[config.mk]
export PLATFORM = sky130hd
export DESIGN_NAME = conv_sequencer
export DESIGN_NICKNAME = d
export VERILOG_FILES = /design/src/rtl/conv_sequencer.sv
export SDC_FILE = /design/constraint.sdc
export NUM_CORES = 1
export LEC_CHECK = 0
export BUFFER_PORTS_ARGS = -buffer_cell sky130_fd_sc_hd__buf_2
export CORE_ASPECT_RATIO = 0.5
export CORE_UTILIZATION = 40
export DETAILED_ROUTE_END_ITERATION = 8
export GPL_TIMING_DRIVEN = 0
export HOLD_SLACK_MARGIN = 0.02
export PLACE_DENSITY_LB_ADDON = 0.05
export SYNTH_ARGS = -nofsm -noshare
export SYNTH_HDL_FRONTEND = slang
export SYNTH_SLANG_ARGS = --single-unit
[constraint.sdc]
create_clock -name clk -period 2.16 [get_ports clk]
set_clock_uncertainty 0.2 [all_clocks]
set_input_delay 0.432 -clock clk [delete_from_list [all_inputs] [get_ports clk]]
set_output_delay 0.432 -clock clk [all_outputs]
set_load 0.02 [all_outputs]
[src/rtl/conv_sequencer.sv]
// Control FSM for a single convolution engine. It loads an x frame, then walks every
// output position issuing x/filter addresses and accumulator strobes, and hands out y results.
module conv_sequencer #(
  parameter int LENX  = 16,
  parameter int LENF  = 4,
  parameter int ADDRX = 4,
  parameter int ADDRF = 2
) (
  input  logic             clk,
  input  logic             reset,
  input  logic             s_valid_x,
  output logic             s_ready_x,
  output logic             x_wr_en,
  output logic [ADDRX-1:0] x_addr,
  output logic [ADDRF-1:0] f_addr,
  output logic             clr_acc,
  output logic             en_acc,
  output logic             m_valid_y,
  input  logic             m_ready_y,
  output logic             y_last
);

  if (LENX < LENF) begin : g_len_check
    $error("conv_sequencer: LENX must be >= LENF");
  end

  typedef enum logic [1:0] {
    S_LOAD    = 2'd0,
    S_COMPUTE = 2'd1,
    S_DRAIN   = 2'd2,
    S_OUTPUT  = 2'd3
  } state_e;

  localparam logic [ADDRX-1:0] LAST_WR  = ADDRX'(LENX - 1);
  localparam logic [ADDRX-1:0] LAST_POS = ADDRX'(LENX - LENF);
  localparam logic [ADDRF-1:0] LAST_TAP = ADDRF'(LENF - 1);

  state_e           state_q;
  logic [ADDRX-1:0] wr_cnt_q;
  logic [ADDRX-1:0] pos_q;
  logic [ADDRF-1:0] tap_q;
  logic             clr_acc_q;
  logic             en_acc_q;
  logic             m_valid_y_q;
  logic             y_last_q;

  // s_ready_x is gated by reset so that nothing looks ready while the block is held.
  assign s_ready_x = (state_q == S_LOAD) && reset;
  assign x_wr_en   = s_valid_x && s_ready_x;

  // tap_q parks on the last tap through DRAIN/OUTPUT, so the read addresses hold for free.
  assign x_addr    = (state_q == S_LOAD) ? wr_cnt_q : pos_q + ADDRX'(tap_q);
  assign f_addr    = tap_q;
  assign clr_acc   = clr_acc_q;
  assign en_acc    = en_acc_q;
  assign m_valid_y = m_valid_y_q;
  assign y_last    = y_last_q;

  // NOTE: every register here is state, so it is written with <= only; the async
  // reset clears all strobes at once, so no output can glitch while reset is held.
  always_ff @(posedge clk or negedge reset) begin
    if (!reset) begin
      state_q     <= S_LOAD;
      wr_cnt_q    <= '0;
      pos_q       <= '0;
      tap_q       <= '0;
      clr_acc_q   <= 1'b0;
      en_acc_q    <= 1'b0;
      m_valid_y_q <= 1'b0;
      y_last_q    <= 1'b0;
    end else begin
      // Read data lags the issued address by one cycle, hence the one-cycle enable delay.
      en_acc_q  <= (state_q == S_COMPUTE);
      clr_acc_q <= 1'b0;
      case (state_q)
        S_LOAD: begin
          if (x_wr_en) begin
            if (wr_cnt_q == LAST_WR) begin
              wr_cnt_q  <= '0;
              pos_q     <= '0;
              tap_q     <= '0;
              clr_acc_q <= 1'b1;
              state_q   <= S_COMPUTE;
            end else begin
              wr_cnt_q <= wr_cnt_q + ADDRX'(1);
            end
          end
        end
        S_COMPUTE: begin
          if (tap_q == LAST_TAP) begin
            state_q <= S_DRAIN;
          end else begin
            tap_q <= tap_q + ADDRF'(1);
          end
        end
        S_DRAIN: begin
          m_valid_y_q <= 1'b1;
          y_last_q    <= (pos_q == LAST_POS);
          state_q     <= S_OUTPUT;
        end
        S_OUTPUT: begin
          if (m_ready_y) begin
            m_valid_y_q <= 1'b0;
            y_last_q    <= 1'b0;
            if (pos_q == LAST_POS) begin
              state_q <= S_LOAD;
            end else begin
              pos_q     <= pos_q + ADDRX'(1);
              tap_q     <= '0;
              clr_acc_q <= 1'b1;
              state_q   <= S_COMPUTE;
            end
          end
        end
        default: state_q <= S_LOAD;
      endcase
    end
  end

endmodule

==> results of run 1 <==
[registers in the layout, summed over array words and instances, names as in the netlist]
| register | count |
|---|---|
| clr_acc | 1 |
| en_acc | 1 |
| f_addr | 2 |
| m_valid_y | 1 |
| pos_q | 4 |
| state_q | 2 |
| wr_cnt_q | 4 |
| y_last | 1 |
[worst max-delay path: stages, from the launching register on]
cell and delay (ns):
sky130_fd_sc_hd__dfrtp_1 0.41, sky130_fd_sc_hd__ha_4 0.16, sky130_fd_sc_hd__inv_2 0.04, sky130_fd_sc_hd__fa_2 0.37, sky130_fd_sc_hd__xor2_1 0.15, sky130_fd_sc_hd__o21ai_2 0.13
sky130_fd_sc_hd__buf_6 0.13
[worst min-delay path by stage]
stage                                from  slack, ns                 endpoint
detailed placement                  reset       0.19        clr_acc$_DFF_PN0_
CTS                 m_valid_y$_DFFE_PN0P_       0.31    m_valid_y$_DFFE_PN0P_
finish              m_valid_y$_DFFE_PN0P_       0.31    m_valid_y$_DFFE_PN0P_
global route        m_valid_y$_DFFE_PN0P_       0.36    m_valid_y$_DFFE_PN0P_
floorplan                           reset      -0.06        clr_acc$_DFF_PN0_
global placement                    reset       0.20  wr_cnt_q[2]$_DFFE_PN0P_
[through the flow]
stage	cell area (um^2)	std cells
4_1_cts	1390	170
2_1_floorplan	1080	106
5_1_grt	1420	171
3_3_place_gp	1200	156
3_5_place_dp	1200	156
6_report	1420	171
[final cells by class]
type	count	share of cell area, %
buffer	4	2.21
clock buffer	3	2.91
inverter	8	2.12
multi-input combinational	78	48.1
sequential	16	28.3
tap	35	3.09
timing repair buffer	27	13.2
[power by group through the flow]
stage               Sequential (mW)  Clock (mW)  Combinational, mW
global route                  0.550       0.241               1.46
global placement              0.550           0              0.999
floorplan                     0.562           0              0.726
finish                        0.534       0.229               1.32
detailed placement            0.552           0               1.00
CTS                           0.532       0.233               1.27
[per-layer routing]
layer  track usage [%]  wire [um]
met4              2.78          8
met2              29.2        957
met5                 0          0
met3              6.25        110
met1              29.4       1350
[logic make-up after synthesis]
| group | count (synthesis) |
|---|---|
| DFF | 16 |
| xor gates and xnor gates | 3 |
| muxes | 7 |
| AOI/OAI and AO/OA | 25 |
| buffers and inverters | 12 |
| and+or+nand+nor | 32 |
| adders and majority gates | 11 |
[repair_timing]
action / in CTS / in global routing
hold buffers: 1 / 0
hold endpoints to repair: 16 / 0
pin swaps: 5 / 6
gates resized for setup: 19 / 6
buffers inserted: 10 / 1
setup endpoints to repair: 6 / 7
[placed cells by master (no fill, tap or decap), drive strengths merged]
cell         count
a2111oi          1
a21boi           1
a21o             2
a21oi            4
a221o            1
a31oi            1
a41o             1
and2             1
and3             3
buf             28
clkbuf           5
dfrtp           16
dlygate4sd3      1
fa               1
ha              10
inv              8
mux2             3
mux2i            4
nand2           10
nand3            7
nand4            3
nand4b           1
nor2             3
nor2b            2
nor3             1
nor4b            1
o211ai           1
o21a             1
o21ai            7
o22a             1
o22ai            1
o2bb2ai          2
o31ai            1
xnor2            2
xor2             1
==> impl_metrics.env, run 1 <==
export IMPL_run_status="finished with violations"
export IMPL_failed_checks="setup timing"
export IMPL_initial_antenna_violation_count=0
export IMPL_ir_worst_vdd_mv=0.557
export IMPL_p_sw_mw=0.908
export IMPL_hold_viol=0
export IMPL_avgRoutedWirePerCell_um=14.2
export IMPL_post_route_util_pct=59.8
export IMPL_clock_insertion_delay_worst_skew_ns=0.25
export IMPL_cts_clk_slew_worst_paths_ns=0.07
export IMPL_grt_setup_unrepaired="yes"
export IMPL_number_of_h_tree_levels=1
export IMPL_synth_commonest_cells="sky130_fd_sc_hd__dfrtp_1, sky130_fd_sc_hd__ha_1, sky130_fd_sc_hd__nand2_1"
export IMPL_core_area_mm2=0.00237
export IMPL_final_period_minus_worst_setup_slack_ns=2.29
export IMPL_power_per_cell_area_mw_per_mm2=1470
export IMPL_post_synth_fa_ha_maj_area_fraction_pct=13.5
export IMPL_synth_distinct_cells=38
export IMPL_timing_fmax_ghz=0.437
export IMPL_drt_initial_drc_count=21
export IMPL_finish_net_count=153
export IMPL_timing_worst_setup_path_type="flop to output port"
export IMPL_grt_use_total_pct=20.1
export IMPL_mappedNetlistArea_mm2=0.00108
export IMPL_antenna_diode_count=0
export IMPL_fin_worst_hold_slack_ns=0.306
export IMPL_worst_setup_path_startpoint="pos_q[0]$_DFFE_PN0P_"
export IMPL_minimum_setup_slack_after_placement_ns=-0.0182
export IMPL_syn_instance_count=106
export IMPL_global_route_wire_length_before_repair_um=4090
export IMPL_cell_internal_pwr_mw=1.18
export IMPL_initial_core_util_pct=45.4
export IMPL_fin_setup_tns_ns=-0.357
export IMPL_switching_share_pct=43.6
export IMPL_die_height_um=38.7
export IMPL_totalWireLength_um=2430
export IMPL_synth_top_flop_cell="sky130_fd_sc_hd__dfrtp_1"
export IMPL_area_growth_synth_to_final_pct=31.7
export IMPL_clock_tree_from_tritoncts="yes"
export IMPL_floorplan_die_area_mm2=0.00291
export IMPL_syn_num_nets=121
export IMPL_numClockSinks=16
export IMPL_largest_family_of_logic_cells_by_synthesized_area="compound AO/OA/AOI/OAI gates"
export IMPL_synth_edf_count=0
export IMPL_hold_class="flop to flop"
export IMPL_drt_pass1_iterations=4
export IMPL_path_max_fanout=2
export IMPL_synthesis_area_per_instance_um2=10.2
export IMPL_netlist_top_cells_area="sky130_fd_sc_hd__dfrtp_1, sky130_fd_sc_hd__ha_1, sky130_fd_sc_hd__mux2i_1"
export IMPL_placementRows=12
export IMPL_sequential_cell_area_um2=402
export IMPL_clk_root_buffer_cell="sky130_fd_sc_hd__clkbuf_8"
export IMPL_timing_worst_slew_pin_value_ns=0.779
export IMPL_synth_largest_area_cell="sky130_fd_sc_hd__dfrtp_1"
export IMPL_clkPwrFrac_pct=11.0
export IMPL_fin_crit_sh_pct=106
export IMPL_fill_cells=218
export IMPL_synth_seq_area_share_pct=37.2
export IMPL_post_route_cells_drive_above_1_share_pct=38.2
export IMPL_place_congestion=0.797
export IMPL_io_pins=16
export IMPL_drt_antenna_violating_nets=0
export IMPL_worst_ep_required_time_ns=1.53
export IMPL_drcViolationCount=0
export IMPL_asyncSetResetFlopFracSynth_pct=100
export IMPL_count_of_cells_along_the_worst_register_to_register_path=7
export IMPL_reg2reg_setup_slack_ns=0.11
export IMPL_yosys_register_bits=16
export IMPL_via_count_of_the_first_global_routing_pass=801
export IMPL_place_port_buffers=15
export IMPL_post_drt_via_cell_ratio=5.22
export IMPL_maxCapViolations=0
export IMPL_route_vias_total=893
export IMPL_final_critical_path_setup_slack_ns=-0.128
export IMPL_synth_xor_area_share_pct=2.44
export IMPL_min_delay_path_depth=1
export IMPL_timing_max_slew_rel_slack_pct=47.9
export IMPL_crit_path_end="x_addr[2]"
export IMPL_yosysMostFrequentCell="sky130_fd_sc_hd__dfrtp_1"
export IMPL_seqPwrFrac_pct=25.6
export IMPL_fp_dieW_um=75.4
export IMPL_yosys_mux_area_fraction_pct=6.86
export IMPL_r2r_start="pos_q[0]$_DFFE_PN0P_"
export IMPL_report_final_slew_viol_count=0
export IMPL_yosysTopAreaCellShare_pct=37.2
export IMPL_compound_gate_fraction_of_synth_area_pct=18.1
export IMPL_dpl_hpwl_um=1690
export IMPL_arrival_ns=1.66
export IMPL_r2r_end="pos_q[3]$_DFFE_PN0P_"
export IMPL_final_setup_viol_count=3
export IMPL_fin_total_pwr_mw=2.08
export IMPL_leakagePower_nw=0.679
export IMPL_synth_warnings=0
export IMPL_area_used_by_multi_input_combinational_logic_um2=682
export IMPL_clk_path_buf_depth=2
export IMPL_synth_simple_gate_area_share_pct=17.3
export IMPL_worstSetupEndpointType="output port"
export IMPL_start_kind="flop"
export IMPL_combinationalPowerShare_pct=63.4
export IMPL_grt_start_max_net_pins=17
export IMPL_cts_buffers_inserted=3
export IMPL_grt_remaining_overflow=0
Power figures use the tool's default switching activity.
==> inputs of run 2 (changes only) <==
--- a/config.mk
+++ b/config.mk
@@ -6,8 +6,7 @@
 export NUM_CORES = 1
 export LEC_CHECK = 0
 export BUFFER_PORTS_ARGS = -buffer_cell sky130_fd_sc_hd__buf_2
-export CORE_ASPECT_RATIO = 0.5
-export CORE_UTILIZATION = 40
+export CORE_UTILIZATION = 46
 export DETAILED_ROUTE_END_ITERATION = 8
 export GPL_TIMING_DRIVEN = 0
 export HOLD_SLACK_MARGIN = 0.02
==> run 2 against run 1 <==
Compared with the run above: the run still ends with setup timing left; clock power down 9.6%; power decreased by 1.6%; global-route usage grew 2.2 points; first-iteration DRC count down 67%; sequential power down 0.7%; via count shrank 0.11%; clock-buffer cell count grew 1; register-to-register slack worse by 0.12 ns; core utilization up 4.0 points.
==> impl_metrics.env, run 2 (synthesis results as in run 1) <==
export IMPL_placementRows=17
export IMPL_cts_buffers_inserted=3
export IMPL_crit_path_end="x_addr[3]"
export IMPL_clk_root_buffer_cell="sky130_fd_sc_hd__clkbuf_4"
export IMPL_initial_core_util_pct=48.6
export IMPL_avgRoutedWirePerCell_um=14.6
export IMPL_dpl_hpwl_um=1660
export IMPL_drt_initial_drc_count=7
export IMPL_timing_worst_slew_pin_value_ns=0.776
export IMPL_ir_worst_vdd_mv=0.705
export IMPL_grt_use_total_pct=22.3
export IMPL_final_period_minus_worst_setup_slack_ns=2.38
export IMPL_leakagePower_nw=0.679
export IMPL_place_congestion=0.684
export IMPL_r2r_end="state_q[0]$_DFFE_PN0P_"
export IMPL_layout_cells_most_common_list="sky130_fd_sc_hd__dfrtp_1, sky130_fd_sc_hd__buf_4, sky130_fd_sc_hd__buf_2"
export IMPL_power_per_cell_area_mw_per_mm2=1450
export IMPL_post_drt_via_cell_ratio=5.41
export IMPL_grt_setup_unrepaired="yes"
export IMPL_start_kind="flop"
export IMPL_final_std_cells_w_o_fill=165
export IMPL_fp_dieW_um=50.4
export IMPL_die_height_um=50.4
export IMPL_arrival_ns=1.75
export IMPL_core_area_mm2=0.00221
export IMPL_route_vias_total=892
export IMPL_area_growth_synth_to_final_pct=31.0
export IMPL_grt_start_max_net_pins=17
export IMPL_run_status="finished with violations"
export IMPL_timing_worst_setup_path_type="flop to output port"
export IMPL_totalWireLength_um=2420
export IMPL_final_setup_viol_count=4
export IMPL_cts_clk_slew_worst_paths_ns=0.11
export IMPL_failed_checks="setup timing"
export IMPL_fin_worst_hold_slack_ns=0.289
export IMPL_floorplan_die_area_mm2=0.00254
export IMPL_clock_insertion_delay_worst_skew_ns=0.30
export IMPL_global_route_wire_length_before_repair_um=4230
export IMPL_worst_ep_required_time_ns=1.53
export IMPL_maxCapViolations=0
export IMPL_fill_cells=186
export IMPL_r2r_start="pos_q[0]$_DFFE_PN0P_"
export IMPL_worstSetupEndpointType="output port"
export IMPL_dpl_cell_count=149
export IMPL_count_of_cells_along_the_worst_register_to_register_path=7
export IMPL_report_final_slew_viol_count=0
export IMPL_numClockSinks=16
export IMPL_initial_antenna_violation_count=0
export IMPL_timing_max_slew_rel_slack_pct=48.1
export IMPL_clk_path_buf_depth=2
export IMPL_fin_crit_sh_pct=110
export IMPL_finish_net_count=153
export IMPL_reg2reg_setup_slack_ns=-0.01
export IMPL_worst_setup_path_startpoint="f_addr[1]$_DFFE_PN0P_"
export IMPL_number_of_h_tree_levels=1
export IMPL_drt_antenna_violating_nets=0
export IMPL_io_pins=16
export IMPL_post_route_cells_drive_above_1_share_pct=37.2
export IMPL_drt_pass1_iterations=4
export IMPL_drcViolationCount=0
export IMPL_antenna_diode_count=0
export IMPL_via_count_of_the_first_global_routing_pass=916
export IMPL_sequential_cell_area_um2=402
export IMPL_clock_tree_from_tritoncts="yes"
export IMPL_timing_fmax_ghz=0.419
export IMPL_hold_class="input pin to flop"
export IMPL_path_max_fanout=4
export IMPL_grt_remaining_overflow=0
export IMPL_place_port_buffers=15
export IMPL_area_used_by_multi_input_combinational_logic_um2=684
export IMPL_final_common_cell="sky130_fd_sc_hd__dfrtp_1"
export IMPL_final_critical_path_setup_slack_ns=-0.225
export IMPL_largest_registers="pos_q: 4 flops, wr_cnt_q: 4 flops"
export IMPL_hold_viol=0
## run 2: cell types whose count changed in the layout (fill, tap and decap cells not counted), sizes merged
cell  previous run  this run
buf             28        29
## run 2: how the worst min path moves through the flow
| stage | from | end | slack (ns) | cells after the start |
|---|---|---|---|---|
| global route | m_ready_y | clr_acc$_DFF_PN0_ | 0.31 | 3 |
| CTS | m_ready_y | clr_acc$_DFF_PN0_ | 0.27 | 3 |
| finish | m_ready_y | clr_acc$_DFF_PN0_ | 0.29 | 3 |
| global placement | reset | en_acc$_DFF_PN0_ | 0.18 | 1 |
| floorplan | reset | clr_acc$_DFF_PN0_ | -0.06 | 0 |
| detailed placement | reset | en_acc$_DFF_PN0_ | 0.19 | 1 |
## run 2: area by class of cell
type / count / area share, %
buffer: 4 / 2.22
inverter: 8 / 2.13
sequential: 16 / 28.5
tap: 28 / 2.48
multi-input combinational: 78 / 48.5
timing repair buffer: 27 / 13.6
clock buffer: 4 / 2.57
## run 2: where the power goes
part	leakage [nW]	switching (mW)	internal [mW]
registers	0.203	0.118	0.412
logic	0.455	0.679	0.634
clock network	0.0210	0.104	0.103
## run 2: metrics by stage
step | util, % | setup slack, ns | power, mW | instance area (um^2) | TNS [ns]
after floorplan | - | 0.0279 | 1.29 | 1080 | 0
after global placement | 54.0 | -0.0265 | 1.52 | 1190 | -0.0265
after detailed placement | 54.0 | -0.0545 | 1.54 | 1190 | -0.0711
after CTS | 62.8 | -0.214 | 2.01 | 1390 | -0.492
after global routing | 63.7 | -0.292 | 2.21 | 1410 | -0.907
final | 63.7 | -0.225 | 2.05 | 1410 | -0.515
## run 2: what timing repair did
| item | 4_1_cts | 5_1_grt |
|---|---|---|
| setup buffers | 10 | 1 |
| endpoints found under the setup margin | 6 | 7 |
| endpoints found under the hold margin | 16 | 0 |
| pin swaps | 2 | 0 |
| resized for setup | 22 | 3 |
| hold buffers | 1 | 0 |
## run 2: worst max-delay path: stages (launching register included)
cell and delay, ns:
sky130_fd_sc_hd__dfrtp_1 0.43, sky130_fd_sc_hd__ha_1 0.29, sky130_fd_sc_hd__a21o_1 0.11, sky130_fd_sc_hd__nand2_2 0.06, sky130_fd_sc_hd__xnor2_2 0.14, sky130_fd_sc_hd__mux2_4 0.28, sky130_fd_sc_hd__buf_6 0.13
## run 2: routing by layer
layer	global-route usage, %	up-vias	part of all wire, %
li1	-	445	-
met4	8.33	0	1.3
met2	37.3	13	49
met5	0	-	0
met1	28.8	430	48
met3	3.64	4	2.2
